<file path="src/rtl/p3_mem_pkg.sv">
// Shared types and defaults for the p3 main-memory controller.
// Holds the FSM state encoding and the backing-store reset pattern.
package p3_mem_pkg;

  localparam int ADDR_W_DEF  = 5;
  localparam int DATA_W_DEF  = 8;
  localparam int LATENCY_DEF = 3;
  localparam int CNT_W       = 4;

  typedef enum logic [1:0] {
    IDLE,
    WB,
    RD,
    RESP
  } state_t;

  function automatic logic [31:0] init_word(input int i);
    return 32'(i);
  endfunction

endpackage

</file>
<file path="src/rtl/p3_mem_ctrl_wait_counter.sv">
// Loadable down-counter for memory access latency.
// done is high while the count sits at zero.
module p3_wait_counter #(
  parameter int W = 4
) (
  input  logic         clock,
  input  logic         reset_n,
  input  logic         load,
  input  logic [W-1:0] load_val,
  input  logic         en,
  output logic         done
);

  logic [W-1:0] cnt;

  always_ff @(posedge clock or negedge reset_n) begin
    if (!reset_n) begin
      cnt <= '0;
    end else if (load) begin
      cnt <= load_val;
    end else if (en && cnt != '0) begin
      cnt <= cnt - 1'b1;
    end
  end

  assign done = (cnt == '0);

endmodule

</file>
<file path="src/rtl/p3_mem_ctrl.sv">
// Miss service stage below p3_cache: optional write-back, then a
// fixed-latency fill read returned over a valid/ready response.
module p3_mem_ctrl
  import p3_mem_pkg::*;
#(
  parameter int ADDR_W  = ADDR_W_DEF,
  parameter int DATA_W  = DATA_W_DEF,
  parameter int LATENCY = LATENCY_DEF
) (
  input  logic              clock,
  input  logic              reset_n,
  input  logic              req_valid,
  output logic              req_ready,
  input  logic              req_wb,
  input  logic [ADDR_W-1:0] wb_addr,
  input  logic [DATA_W-1:0] wb_data,
  input  logic [ADDR_W-1:0] fill_addr,
  output logic              resp_valid,
  input  logic              resp_ready,
  output logic [DATA_W-1:0] resp_data,
  output logic              busy
);

  localparam int DEPTH = 2 ** ADDR_W;
  localparam logic [CNT_W-1:0] RELOAD = CNT_W'(LATENCY - 1);

  state_t            state;
  logic [ADDR_W-1:0] wb_addr_q;
  logic [DATA_W-1:0] wb_data_q;
  logic [ADDR_W-1:0] fill_addr_q;
  logic [DATA_W-1:0] mem [DEPTH];

  logic accept;
  logic cnt_load;
  logic cnt_en;
  logic cnt_done;

  assign accept   = (state == IDLE) && req_valid && req_ready;
  assign cnt_en   = (state == WB) || (state == RD);
  // one counter serves both phases: WB reloads it on completion
  assign cnt_load = accept || ((state == WB) && cnt_done);
  assign busy     = (state != IDLE);

  p3_wait_counter #(
    .W (CNT_W)
  ) u_wait (
    .clock    (clock),
    .reset_n  (reset_n),
    .load     (cnt_load),
    .load_val (RELOAD),
    .en       (cnt_en),
    .done     (cnt_done)
  );

  always_ff @(posedge clock or negedge reset_n) begin
    if (!reset_n) begin
      state       <= IDLE;
      req_ready   <= 1'b1;
      resp_valid  <= 1'b0;
      resp_data   <= '0;
      wb_addr_q   <= '0;
      wb_data_q   <= '0;
      fill_addr_q <= '0;
      for (int i = 0; i < DEPTH; i++) begin
        mem[i] <= DATA_W'(init_word(i));
      end
    end else begin
      unique case (state)
        IDLE: begin
          if (accept) begin
            wb_addr_q   <= wb_addr;
            wb_data_q   <= wb_data;
            fill_addr_q <= fill_addr;
            req_ready   <= 1'b0;
            state       <= req_wb ? WB : RD;
          end
        end
        WB: begin
          if (cnt_done) begin
            mem[wb_addr_q] <= wb_data_q;
            state          <= RD;
          end
        end
        RD: begin
          if (cnt_done) begin
            resp_data  <= mem[fill_addr_q];
            resp_valid <= 1'b1;
            state      <= RESP;
          end
        end
        RESP: begin
          if (resp_ready) begin
            resp_valid <= 1'b0;
            req_ready  <= 1'b1;
            state      <= IDLE;
          end
        end
        default: state <= IDLE;
      endcase
    end
  end

endmodule
</file>
<file path="config.mk">
export PLATFORM = sky130hd
export DESIGN_NAME = p3_mem_ctrl
export DESIGN_NICKNAME = d
export VERILOG_FILES = /design/src/rtl/p3_mem_pkg.sv /design/src/rtl/p3_mem_ctrl_wait_counter.sv /design/src/rtl/p3_mem_ctrl.sv
export SDC_FILE = /design/constraint.sdc
export NUM_CORES = 1
export LEC_CHECK = 0
export ABC_AREA = 1
export ABC_CLOCK_PERIOD_IN_PS = 3100
export CAP_MARGIN = 20
export CORE_AREA = 2 2 158 160
export DETAILED_ROUTE_END_ITERATION = 8
export DIE_AREA = 0 0 160 162
export PLACE_DENSITY = 0.73
export SKIP_CTS_REPAIR_TIMING = 1
export SLEW_MARGIN = 20
export SYNTH_ARGS = -nofsm -noshare
export SYNTH_HDL_FRONTEND = slang
export SYNTH_SLANG_ARGS = --single-unit
</file>
<file path="constraint.sdc">
create_clock -name clock -period 3.1 [get_ports clock]
set_input_delay 0.62 -clock clock [delete_from_list [all_inputs] [get_ports clock]]
set_output_delay 0.62 -clock clock [all_outputs]
set_load 0.02 [all_outputs]
</file>
==> metrics.log, run 1 <==
INFO  metric synth_sequential_area_ratio = approximately 55%
INFO  metric outcome = finished, final reports clean
INFO  metric route.detailed.drc = 0
INFO  metric row_count = 57
INFO  metric grt_start_max_net_pins = 129
INFO  metric via_per_inst = 5.69
INFO  metric cp-startpoint = state[0]
INFO  metric ys_async_sr_fraction = 100%
INFO  metric flip_flop_and_latch_count_after_synthesis = 290
INFO  metric die_area = between 0.02 and 0.03 sq mm
INFO  metric cellPowerDensity = 928 mW/mm^2
INFO  metric worst_skew_late_latency = roughly 0.56 ns
INFO  metric dr.pass1.iters = 5
INFO  metric track_usage = 27.9%
INFO  metric timing_hold_violations_final = 0
INFO  metric worst_ep_required_time = 2.48 ns
INFO  metric finalCoreUtilization = 62.3%
INFO  metric routed_wirelength = approximately 35 mm
INFO  metric timing.setup.critical_path_class = reg2out
INFO  metric tns = 0 ns
INFO  metric synth_instances = 1,625
INFO  metric type_of_the_most_critical_hold_path = in2async
INFO  metric path_cells = inv_1 -> ha_1 -> inv_1 -> clkdlybuf4s50_1
INFO  metric fmaxAchievable = 0.382 GHz
INFO  metric grt_first_pass_wirelength = 57.8 mm
INFO  metric number_of_top_level_design_ports = 34
INFO  metric worst_path_max_delay_cell = clkdlybuf4s50_1
INFO  metric post_route_cells_drive_above_1_share = 13.0%
INFO  metric critical_path_arrival = 2.00 ns
INFO  metric instances_no_fill = ~2,000
INFO  metric cp_common_cell = inv_1
INFO  metric yosys_warnings = 0
INFO  metric yosys_most_used_dff = dfrtp_1
INFO  metric skew = 0.0131 ns
INFO  metric max_slew.worst_pin.slew = slightly below 1 ns
INFO  metric cp_max_fo = 4
INFO  metric die_x = 160 um
INFO  metric synth.distinct_cells = 29
INFO  metric cts-htree-levels = 1
INFO  metric dp.cells = 1,894
INFO  metric start_util = 55.7%
INFO  metric core_region_area = 0.0241 sq mm
INFO  metric dr.first_iter.drc_count = about 1,300
INFO  metric synthesis.nets = between 1,500 and 2,000
INFO  metric drtAntennaViolNets = 0
INFO  metric gr-total-overflow = 0
INFO  metric antenna-diode-count = 0
INFO  metric synth-edff-count = 0
INFO  metric buffer_cell_driving_the_clock_tree_root = clkbuf_16
INFO  metric critical_path.reg2reg.startpoint = u_wait.cnt[1]
INFO  metric grt_setup_unrepaired = no
INFO  metric finish.net_count = 1,632
INFO  metric drv.max_cap_violation_count = 0
INFO  metric clk_transition_reported_paths = ~0.060 ns
INFO  metric hpwlAfterDp = 21.5 mm
INFO  metric cp-end-kind = primary output
INFO  metric routed_wire_length_per_instance = 18.0 um
INFO  metric slew-limit-headroom = 34.9%
INFO  metric gpl_wtd_cong = 0.843
INFO  metric netlist_area = 0.0134 sq mm
INFO  metric synthesis.area_per_instance = between 8 and 9 sq um
INFO  metric grt_antenna_before_repair = 0
INFO  metric first_global_vias = 10,500
INFO  metric power.static_leakage = 6.55 nW
INFO  metric io_buffer_count = 33
INFO  metric cts-root-to-sink-buffers = 3
INFO  metric min_period = 2.62 ns
INFO  metric timing.final.setup_violations = 0
INFO  metric layout-area-overhead-vs-synth = 11.8%
INFO  metric tritoncts_clock_tree = built
INFO  metric filler_cell_count = 2,075
INFO  metric cts_sinks = 290
INFO  metric critPathLaunchType = flip-flop
INFO  metric slew_viol_final = 0
INFO  metric worst_ir_drop_vdd = 0.544 mV
INFO  metric timing.critical_path.slowest_cell_delay = 0.61 ns
INFO  metric numCtsBuffers = 31
INFO  metric timing.final.crit_share = 84.4%
INFO  metric die_height = 162 um
INFO  metric vias = approximately 11,000
## power breakdown
group          leakage, nW  switching [mW]  total (mW)  internal, mW
Combinational         2.35            3.43        4.85          1.42
Clock                0.537            1.52        3.82          2.30
Sequential            3.66           0.529        5.26          4.73
## cells in the mapped netlist, types with 16 or more instances
library cell / instances / area, sq um
dfstp_2: 81 / 2130
nand2_1: 606 / 2270
dfrtp_1: 209 / 5230
clkbuf_1: 73 / 274
inv_1: 30 / 113
nand2_2: 24 / 150
buf_2: 16 / 80.1
nor2_1: 28 / 105
o21ai_0: 146 / 731
a21oi_1: 21 / 105
nand3_1: 222 / 1110
o21ai_1: 109 / 546
## through the flow
stage	worst slack (ns)	power [mW]	hold WS, ns	instance area, sq um
final	0.484	13.9	0.0804	15000
after global routing	0.360	14.7	0.116	15000
after CTS	0.448	13.9	0.100	15000
after detailed placement	0.783	10.1	0.465	13900
after global placement	0.896	9.95	0.460	13900
after floorplan	1.17	8.27	0.324	13400
## cells in the final DEF, fill, tap and decap left out, drive strengths merged
| master | n |
|---|---|
| nand2 | 631 |
| o21ai | 263 |
| nand3 | 222 |
| dfrtp | 209 |
| dfstp | 81 |
| clkbuf | 48 |
| inv | 33 |
| clkdlybuf4s50 | 32 |
| nor2 | 30 |
| buf | 26 |
| a21oi | 21 |
| clkinv | 10 |
| nor4 | 7 |
| ha | 6 |
| bufinv | 2 |
| nor3b | 1 |
| mux2 | 1 |
| o211ai | 1 |
| a211oi | 1 |
| nor3 | 1 |
| a41oi | 1 |
| clkinvlp | 1 |
## cell families (layout without fill, tap and decap cells)
logic type / count (synthesis) / count (layout) / synth area share (%)
adders and majority gates: 6 / 6 / 0.559
AOI/OAI and AO/OA: 287 / 287 / 11.0
muxes: 1 / 1 / 0.0839
buffers and inverters: 149 / 152 / 5.02
DFF: 290 / 290 / 54.8
and+or+nand+nor: 892 / 892 / 28.5
## final cells by class
cell class / count / area [sq um] / area share [%]
flip-flops and latches: 290 / 7360 / 49.1
clock inverters: 10 / 106 / 0.709
multi-input cells: 1186 / 5400 / 36.0
repair buffers: 58 / 623 / 4.15
well taps: 324 / 405 / 2.70
inverters: 36 / 141 / 0.942
clock buffers: 48 / 970 / 6.46
## state kept, by name, summed over array words and instances (netlist names)
name and flops:
resp_data 8, u_wait.cnt 4, mem 256, resp_valid 1, wb_data_q 8, req_ready 1
wb_addr_q 5, fill_addr_q 5, state 2
## worst max-delay path: cells and delay by family (launching register included)
kind	cells	cell delay, ns
fa+ha+maj	1	0.25
buf+inv	3	0.80
flops	1	0.39
## metal layers
metal | track usage, % | up-vias | wire length, um | part of all wire (%)
met1 | 41.8 | 5311 | 15900 | 45
met4 | 8.80 | 0 | 1150 | 3.3
met5 | 0 | - | 0 | 0
met3 | 3.70 | 75 | 2620 | 7.4
li1 | - | 5287 | - | -
met2 | 42.6 | 442 | 15500 | 44
## path summary, 6_finish.rpt
| kind | to | slack, ns | depth (start not counted) |
|---|---|---|---|
| worst max register to register | mem[180] | 0.76 | 8 |
| min in group clock | mem[74] | 0.47 | 2 |
| worst max-delay path | busy | 0.48 | 4 |
| worst min-delay path | mem[153] | 0.08 | 1 |
| worst min register to register | mem[74] | 0.47 | 2 |
| max in group asynchronous | mem[51] | 2.19 | 2 |
Power figures use the tool's default switching activity.
==> run 2: changes to the inputs <==
--- a/config.mk
+++ b/config.mk
@@ -6,12 +6,12 @@
 export NUM_CORES = 1
 export LEC_CHECK = 0
 export ABC_AREA = 1
-export ABC_CLOCK_PERIOD_IN_PS = 3100
+export ABC_CLOCK_PERIOD_IN_PS = 2300
 export CAP_MARGIN = 20
 export CORE_AREA = 2 2 158 160
 export DETAILED_ROUTE_END_ITERATION = 8
 export DIE_AREA = 0 0 160 162
-export PLACE_DENSITY = 0.73
+export PLACE_DENSITY = 0.76
 export SKIP_CTS_REPAIR_TIMING = 1
 export SLEW_MARGIN = 20
 export SYNTH_ARGS = -nofsm -noshare
==> constraint.sdc (replaced) <==
create_clock -name clock -period 2.3 [get_ports clock]
set_input_delay 0.46 -clock clock [delete_from_list [all_inputs] [get_ports clock]]
set_output_delay 0.46 -clock clock [all_outputs]
set_load 0.02 [all_outputs]
==> run 2 against run 1 <==
- combinational power increased by 39%
- sequential power rose by 35%
- global-route usage about the same
- critical path type is now reg2reg
- final area is 2.8% higher
- first-iteration DRC count shrank 4.9%
- clock power grew 49%
- clock skew rose by 0.020 ns
- routed wire length rose by 1.3%
- highest routed layer unchanged
- core utilization up 1.8 points
- flip-flop and latch count unchanged
==> metrics.log, run 2 (synthesis results as in run 1) <==
INFO  metric path_cells = inv_1 -> ha_1 -> nand2_1 -> nor2_4 -> nand2_8 -> buf_4 -> nor4_4 -> buf_4 -> nand2_2 -> nand2_1 -> o21ai_1
INFO  metric tritoncts_clock_tree = built
INFO  metric dr.first_iter.drc_count = 1,196 (-4.9%)
INFO  metric fmaxAchievable = 0.454 GHz
INFO  metric power.static_leakage = 6.77 nW (+3.4%)
INFO  metric cts_sinks = 290 (unchanged)
INFO  metric grt_setup_unrepaired = yes
INFO  metric grt_start_max_net_pins = 71 (-45%)
INFO  metric numCtsBuffers = 31 (unchanged)
INFO  metric number_of_top_level_design_ports = 34 (unchanged)
INFO  metric p_total = 19.5 mW (+40%)
INFO  metric worst_ir_drop_vdd = 0.602 mV (+11%)
INFO  metric seqPwrFrac = 36.4% (-1.3 points)
INFO  metric timing.reg2reg.setup_slack = 0.1 ns (-0.66 ns)
INFO  metric post_route_cells_drive_above_1_share = 14.7% (+1.7 points)
INFO  metric layout_commonest_cell = nand2_1
INFO  metric antenna-diode-count = 0 (unchanged)
INFO  metric reg.largest.list = mem (256), resp_data (8), wb_data_q (8)
INFO  metric drv.max_cap_violation_count = 0 (unchanged)
INFO  metric hpwlAfterDp = 22.0 mm (+2.1%)
INFO  metric timing.final.crit_share = between 90% and 100%
INFO  metric slew_viol_final = 0 (unchanged)
INFO  metric skew = 0.0327 ns (+0.0196 ns)
INFO  metric timing.critical_path.slowest_cell_delay = 0.38 ns (-0.23 ns)
INFO  metric cp_max_fo = 16 (+12)
INFO  metric multi_input_comb_area = 0.00542 sq mm (+0.44%)
INFO  metric track_usage = 27.9% (about the same)
INFO  metric worst_skew_late_latency = 0.57 ns (about the same)
INFO  metric largest_register_ffs = 256 (unchanged)
INFO  metric grt_antenna_before_repair = 0 (unchanged)
INFO  metric timing_hold_violations_final = 0 (unchanged)
INFO  metric cellPowerDensity = 1270 mW/mm^2 (+36%)
INFO  metric min_period = 2.20 ns
INFO  metric timing.final.setup_violations = 0 (unchanged)
INFO  metric first_global_vias = 11,000 (+5.3%)
INFO  metric cp-end-kind = flip-flop
INFO  metric power_frac_comb = 34.4% (-0.4 points)
INFO  metric row_count = 57 (unchanged)
INFO  metric mostFrequentLayoutCells = nand2_1, nand3_1, dfrtp_1, o21ai_0, o21ai_1
INFO  metric routed_wirelength = 35.6 mm (+1.3%)
INFO  metric filler_cell_count = 2,028 (-2.3%)
INFO  metric critical_path.reg2reg.startpoint = u_wait.cnt[0]
INFO  metric type_of_the_most_critical_hold_path = in2async
INFO  metric hold_slack = 0.417 ns (+0.337 ns)
INFO  metric vias = 11,400 (+2.6%)
INFO  metric via_per_inst = 5.76 (+1.2%)
INFO  metric die_height = 162 um (unchanged)
INFO  metric netSwitchingFraction = 38.1% (-1.2 points)
INFO  metric start_util = 55.7% (unchanged)
INFO  metric gpl_wtd_cong = 0.908 (+7.6%)
INFO  metric grt_first_pass_wirelength = 58.0 mm (+0.27%)
INFO  metric layout-area-overhead-vs-synth = 14.9%
INFO  metric clock_power_share = 29.2% (+1.8 points)
INFO  metric tns = 0 ns (unchanged)
INFO  metric drtAntennaViolNets = 0 (unchanged)
INFO  metric cts-root-to-sink-buffers = 3 (unchanged)
INFO  metric finish.net_count = 1,660 (+1.7%)
INFO  metric cts-htree-levels = 1 (unchanged)
INFO  metric die_area = 0.0259 sq mm (unchanged)
INFO  metric gr-total-overflow = 0 (unchanged)
INFO  metric slew-limit-headroom = 58.1% (+23 points)
INFO  metric clk_transition_reported_paths = 0.06 ns (about the same)
INFO  metric regArea = 0.00736 sq mm (unchanged)
INFO  metric finalCoreUtilization = 64.0% (+1.8 points)
INFO  metric routed_wire_length_per_instance = 18.0 um (-0.12%)
INFO  metric die_x = 160 um (unchanged)
INFO  metric power.net_switching = 7.45 mW (+36%)
INFO  metric critPathLaunchType = flip-flop
INFO  metric critical_path.top_delay_family = simple AND/OR/NAND/NOR gates
INFO  metric core_region_area = 0.0241 sq mm (unchanged)
INFO  metric critical_path_arrival = 2.64 ns (+0.64 ns)
INFO  metric worst-path-buf-inv = 3 (unchanged)
INFO  metric max_flop_register = mem
INFO  metric worst_r2r_path_depth = 11 (+3)
INFO  metric fin_ws = 0.0984 ns (-0.385 ns)
INFO  metric io_buffer_count = 33 (unchanged)
INFO  metric timing.setup.critical_path_class = reg2reg
INFO  metric route.detailed.drc = 0 (unchanged)
INFO  metric cell_internal_pwr = 12.1 mW (+43%)
INFO  metric pre_cts_slack = 0.0228 ns (-0.760 ns)
INFO  metric outcome = finished, final reports clean
INFO  metric max_slew.worst_pin.slew = 0.628 ns (-0.348 ns)
INFO  metric r2r_end = mem[135]
INFO  metric dr.pass1.iters = 7 (+2)
INFO  metric worst_ep_required_time = 2.73 ns (+0.25 ns)
INFO  metric buffer_cell_driving_the_clock_tree_root = clkbuf_16
INFO  metric worst_path_max_delay_cell = dfrtp_1
## run 2: cell count changes in the layout (fill, tap and decap cells not counted), moves of 2 or more
cell	delta
o21ai_0	-3
clkinv_2	-4
clkbuf_1	-2
o21ai_1	+3
bufinv_16	+5
buf_4	+22
buf_12	+5
nand2_1	-2
## run 2: cell type report
cell class                      instances  share of cell area (%)
Inverter                               36                   0.924
Clock inverter                         13                    1.62
Clock buffer                           45                    6.15
Multi-Input combinational cell       1186                    35.1
Timing Repair Buffer                   86                    5.84
Sequential cell                       290                    47.7
Tap cell                              324                    2.63
## run 2: per-layer routing
metal	vias up	GRT usage, %	part of all wire (%)
met5	-	0	0
met4	0	10.4	3.2
met3	90	3.96	8.4
met2	496	44.2	45
met1	5482	39.7	43
li1	5337	-	-
## run 2: how the worst max path moves through the flow
| stage | startpoint | to | cells past startpoint |
|---|---|---|---|
| 2_1_floorplan | u_wait.cnt[0] | mem[53] | 10 |
| 3_3_place_gp | u_wait.cnt[0] | mem[133] | 11 |
| 3_5_place_dp | u_wait.cnt[0] | mem[157] | 11 |
| 4_1_cts | state[0] | busy | 4 |
| 5_1_grt | u_wait.cnt[0] | mem[180] | 11 |
| 6_report | u_wait.cnt[0] | mem[135] | 11 |
## run 2: stage by stage
step | cells | instance area [sq um]
floorplan | 1625 | 13400
detailed placement | 1918 | 14200
global route | 1980 | 15400
finish | 1980 | 15400
global placement | 1918 | 14200
CTS | 1976 | 15400
## run 2: power by group through the flow
stage	clock (mW)	combinational (mW)	sequential, mW
2_1_floorplan	0	4.11	7.03
3_3_place_gp	0	6.42	7.11
3_5_place_dp	0	6.55	7.14
4_1_cts	5.77	6.61	7.08
5_1_grt	5.99	7.32	7.23
6_report	5.71	6.73	7.11
==> run 3: changes to the inputs <==
--- a/config.mk
+++ b/config.mk
@@ -8,9 +8,9 @@
 export ABC_AREA = 1
 export ABC_CLOCK_PERIOD_IN_PS = 2300
 export CAP_MARGIN = 20
-export CORE_AREA = 2 2 158 160
+export CORE_AREA = 3 3 159 161
 export DETAILED_ROUTE_END_ITERATION = 8
-export DIE_AREA = 0 0 160 162
+export DIE_AREA = 0 0 162 164
 export PLACE_DENSITY = 0.76
 export SKIP_CTS_REPAIR_TIMING = 1
 export SLEW_MARGIN = 20
==> run 3 against run 2 <==
- register-to-register slack better by 0.09 ns
- global-route usage shrank 0.75 points
- critical path depth is 2 lower
- via count down 1.6%
- clock skew decreased by 0.019 ns
- die area grew 2.5%
- hold slack gained 0.038 ns
- combinational power is 0.9% lower
- final cell count is 0.30% lower
- critical endpoint is now mem[22]
- largest cell class unchanged
- highest routed layer unchanged
==> metrics.log, run 3 (synthesis results as in run 1) <==
INFO  metric worst_ep_required_time = 2.66 ns (-0.07 ns)
INFO  metric finish.net_count = 1,653 (-0.42%)
INFO  metric drtAntennaViolNets = 0 (unchanged)
INFO  metric type_of_the_most_critical_hold_path = in2async
INFO  metric p_total = 19.1 mW (-2.2%)
INFO  metric filler_cell_count = 2,084 (+2.8%)
INFO  metric power_frac_comb = 34.9% (+0.5 points)
INFO  metric vias = 11,200 (-1.6%)
INFO  metric critPathLaunchType = flip-flop
INFO  metric min_period = 2.11 ns (-0.0875 ns)
INFO  metric pre_cts_slack = 0.112 ns (+0.0894 ns)
INFO  metric cp_endpoint = mem[22]
INFO  metric grt_antenna_before_repair = 0 (unchanged)
INFO  metric timing.final.setup_violations = 0 (unchanged)
INFO  metric start_util = 55.7% (unchanged)
INFO  metric cts-root-to-sink-buffers = 3 (unchanged)
INFO  metric timing_hold_violations_final = 0 (unchanged)
INFO  metric dr.first_iter.drc_count = 1,239 (+3.6%)
INFO  metric placed_cell_area = 0.0141 sq mm (-0.52%)
INFO  metric worst_skew_late_latency = 0.50 ns (-0.07 ns)
INFO  metric cp_max_fo = 16 (unchanged)
INFO  metric cellPowerDensity = 1250 mW/mm^2 (-1.2%)
INFO  metric layout-area-overhead-vs-synth = 13.7%
INFO  metric track_usage = 27.2% (-0.75 points)
INFO  metric max_flop_register = mem
INFO  metric route.detailed.drc = 0 (unchanged)
INFO  metric slew_viol_final = 0 (unchanged)
INFO  metric critical_path_arrival = 2.47 ns (-0.17 ns)
INFO  metric timing.critical_path.slowest_cell_delay = 0.37 ns (about the same)
INFO  metric io_buffer_count = 33 (unchanged)
INFO  metric outcome = finished, final reports clean
INFO  metric fin_ws = 0.186 ns (+0.0875 ns)
INFO  metric worst_r2r_path_depth = 9 (-2)
INFO  metric reg.largest.list = mem (256), resp_data (8), wb_data_q (8)
INFO  metric seqPwrFrac = 37.0% (+0.6 points)
INFO  metric tritoncts_clock_tree = built
INFO  metric buffer_cell_driving_the_clock_tree_root = clkbuf_16
INFO  metric largest_register_ffs = 256 (unchanged)
INFO  metric stdcell_area = 0.0153 sq mm (-1.1%)
INFO  metric netSwitchingFraction = 38.3% (+0.16 points)
INFO  metric timing.setup.critical_path_class = reg2reg
INFO  metric timing.reg2reg.setup_slack = 0.19 ns (+0.09 ns)
INFO  metric worstSetupPathDepth = 9 (-2)
INFO  metric max_slew.worst_pin.slew = 0.582 ns (-0.0453 ns)
INFO  metric cp_common_cell = nand2_1
INFO  metric power.static_leakage = 6.68 nW (-1.4%)
INFO  metric grt_setup_unrepaired = no
INFO  metric cp-end-kind = flip-flop
INFO  metric first_global_vias = 10,800 (-2.1%)
INFO  metric numCtsBuffers = 34 (+9.7%)
INFO  metric routed_wirelength = 35.0 mm (-1.9%)
INFO  metric critical_path.top_delay_family = simple AND/OR/NAND/NOR gates
INFO  metric r2r_end = mem[22]
INFO  metric row_count = 57 (unchanged)
INFO  metric grt_first_pass_wirelength = 58.0 mm (about the same)
INFO  metric number_of_top_level_design_ports = 34 (unchanged)
INFO  metric fmaxAchievable = 0.473 GHz (+4.1%)
INFO  metric layout_commonest_cell = nand2_1
INFO  metric worst_ir_drop_vdd = 0.875 mV (+45%)
INFO  metric tns = 0 ns (unchanged)
INFO  metric critical_path.reg2reg.startpoint = u_wait.cnt[0]
INFO  metric die_area = 0.0266 sq mm (+2.5%)
INFO  metric skew = 0.0133 ns (-0.0193 ns)
INFO  metric cell_internal_pwr = 11.8 mW (-2.5%)
INFO  metric path_cells = inv_1 -> ha_1 -> nand2_1 -> nor2_4 -> nand2_4 -> nor4_4 -> nand2_2 -> nand2_1 -> o21ai_1
INFO  metric slew-limit-headroom = 61.1% (+3.0 points)
INFO  metric cts_sinks = 290 (unchanged)
INFO  metric gpl_wtd_cong = 0.896 (-1.3%)
INFO  metric cp-startpoint = u_wait.cnt[0]
INFO  metric cts-htree-levels = 2 (+1)
INFO  metric worst-path-buf-inv = 1 (-2)
INFO  metric dr.pass1.iters = 6 (-1)
INFO  metric drv.max_cap_violation_count = 0 (unchanged)
INFO  metric mostFrequentLayoutCells = nand2_1, nand3_1, dfrtp_1, o21ai_0, o21ai_1
INFO  metric timing.final.crit_share = 91.9% (-3.8 points)
INFO  metric gr-total-overflow = 0 (unchanged)
INFO  metric hpwlAfterDp = 21.8 mm (-1.1%)
INFO  metric via_per_inst = 5.68 (-1.3%)
INFO  metric core_region_area = 0.0241 sq mm (unchanged)
INFO  metric routed_wire_length_per_instance = 17.7 um (-1.6%)
INFO  metric power.net_switching = 7.31 mW (-1.8%)
INFO  metric worst_path_max_delay_cell = dfrtp_1
INFO  metric post_route_cells_drive_above_1_share = 13.6% (-1.1 points)
INFO  metric grt_start_max_net_pins = 83 (+17%)
INFO  metric die_x = 162 um (+1.3%)
INFO  metric clk_transition_reported_paths = 0.06 ns (about the same)
INFO  metric die_height = 164 um (+1.2%)
INFO  metric antenna-diode-count = 0 (unchanged)
INFO  metric clock_power_share = 28.1% (-1.1 points)
## run 3: worst min-delay path by stage
| stage | startpoint | endpoint | slack (ns) | depth (start not counted) |
|---|---|---|---|---|
| floorplan | reset_n | fill_addr_q[0] | 0.16 | 0 |
| global placement | reset_n | mem[150] | 0.39 | 1 |
| detailed placement | reset_n | mem[186] | 0.39 | 1 |
| CTS | reset_n | mem[191] | -0.14 | 1 |
| global route | reset_n | mem[183] | 0.49 | 2 |
| finish | reset_n | mem[191] | 0.46 | 2 |
## run 3: cell type report
cell class                 count  area [sq um]  area share (%)
sequential                   290          7360            48.2
multi-input combinational   1186          5410            35.4
clock buffer                  59          1090            7.13
timing repair buffer          76           813            5.33
tap                          324           405            2.66
inverter                      36           141           0.926
clock inverter                 3          46.3           0.303
## run 3: routing by layer
metal / part of all wire (%) / track usage, %
met3: 7.0 / 4.24
met2: 47 / 42.9
met4: 2.4 / 8.22
met1: 43 / 39.2
met5: 0 / 0
## run 3: metrics by stage
step	cells	util, %	hold WS [ns]
2_1_floorplan	1625	-	0.164
3_3_place_gp	1910	58.5	0.390
3_5_place_dp	1910	58.5	0.391
4_1_cts	1972	63.2	-0.140
5_1_grt	1974	63.3	0.488
6_report	1974	63.3	0.455
## run 3: power groups by stage
stage	registers, mW	clock network [mW]	logic (mW)
2_1_floorplan	7.03	0	4.11
3_3_place_gp	7.08	0	6.43
3_5_place_dp	7.12	0	6.57
4_1_cts	7.06	5.44	6.61
5_1_grt	7.20	5.68	7.33
6_report	7.07	5.37	6.67
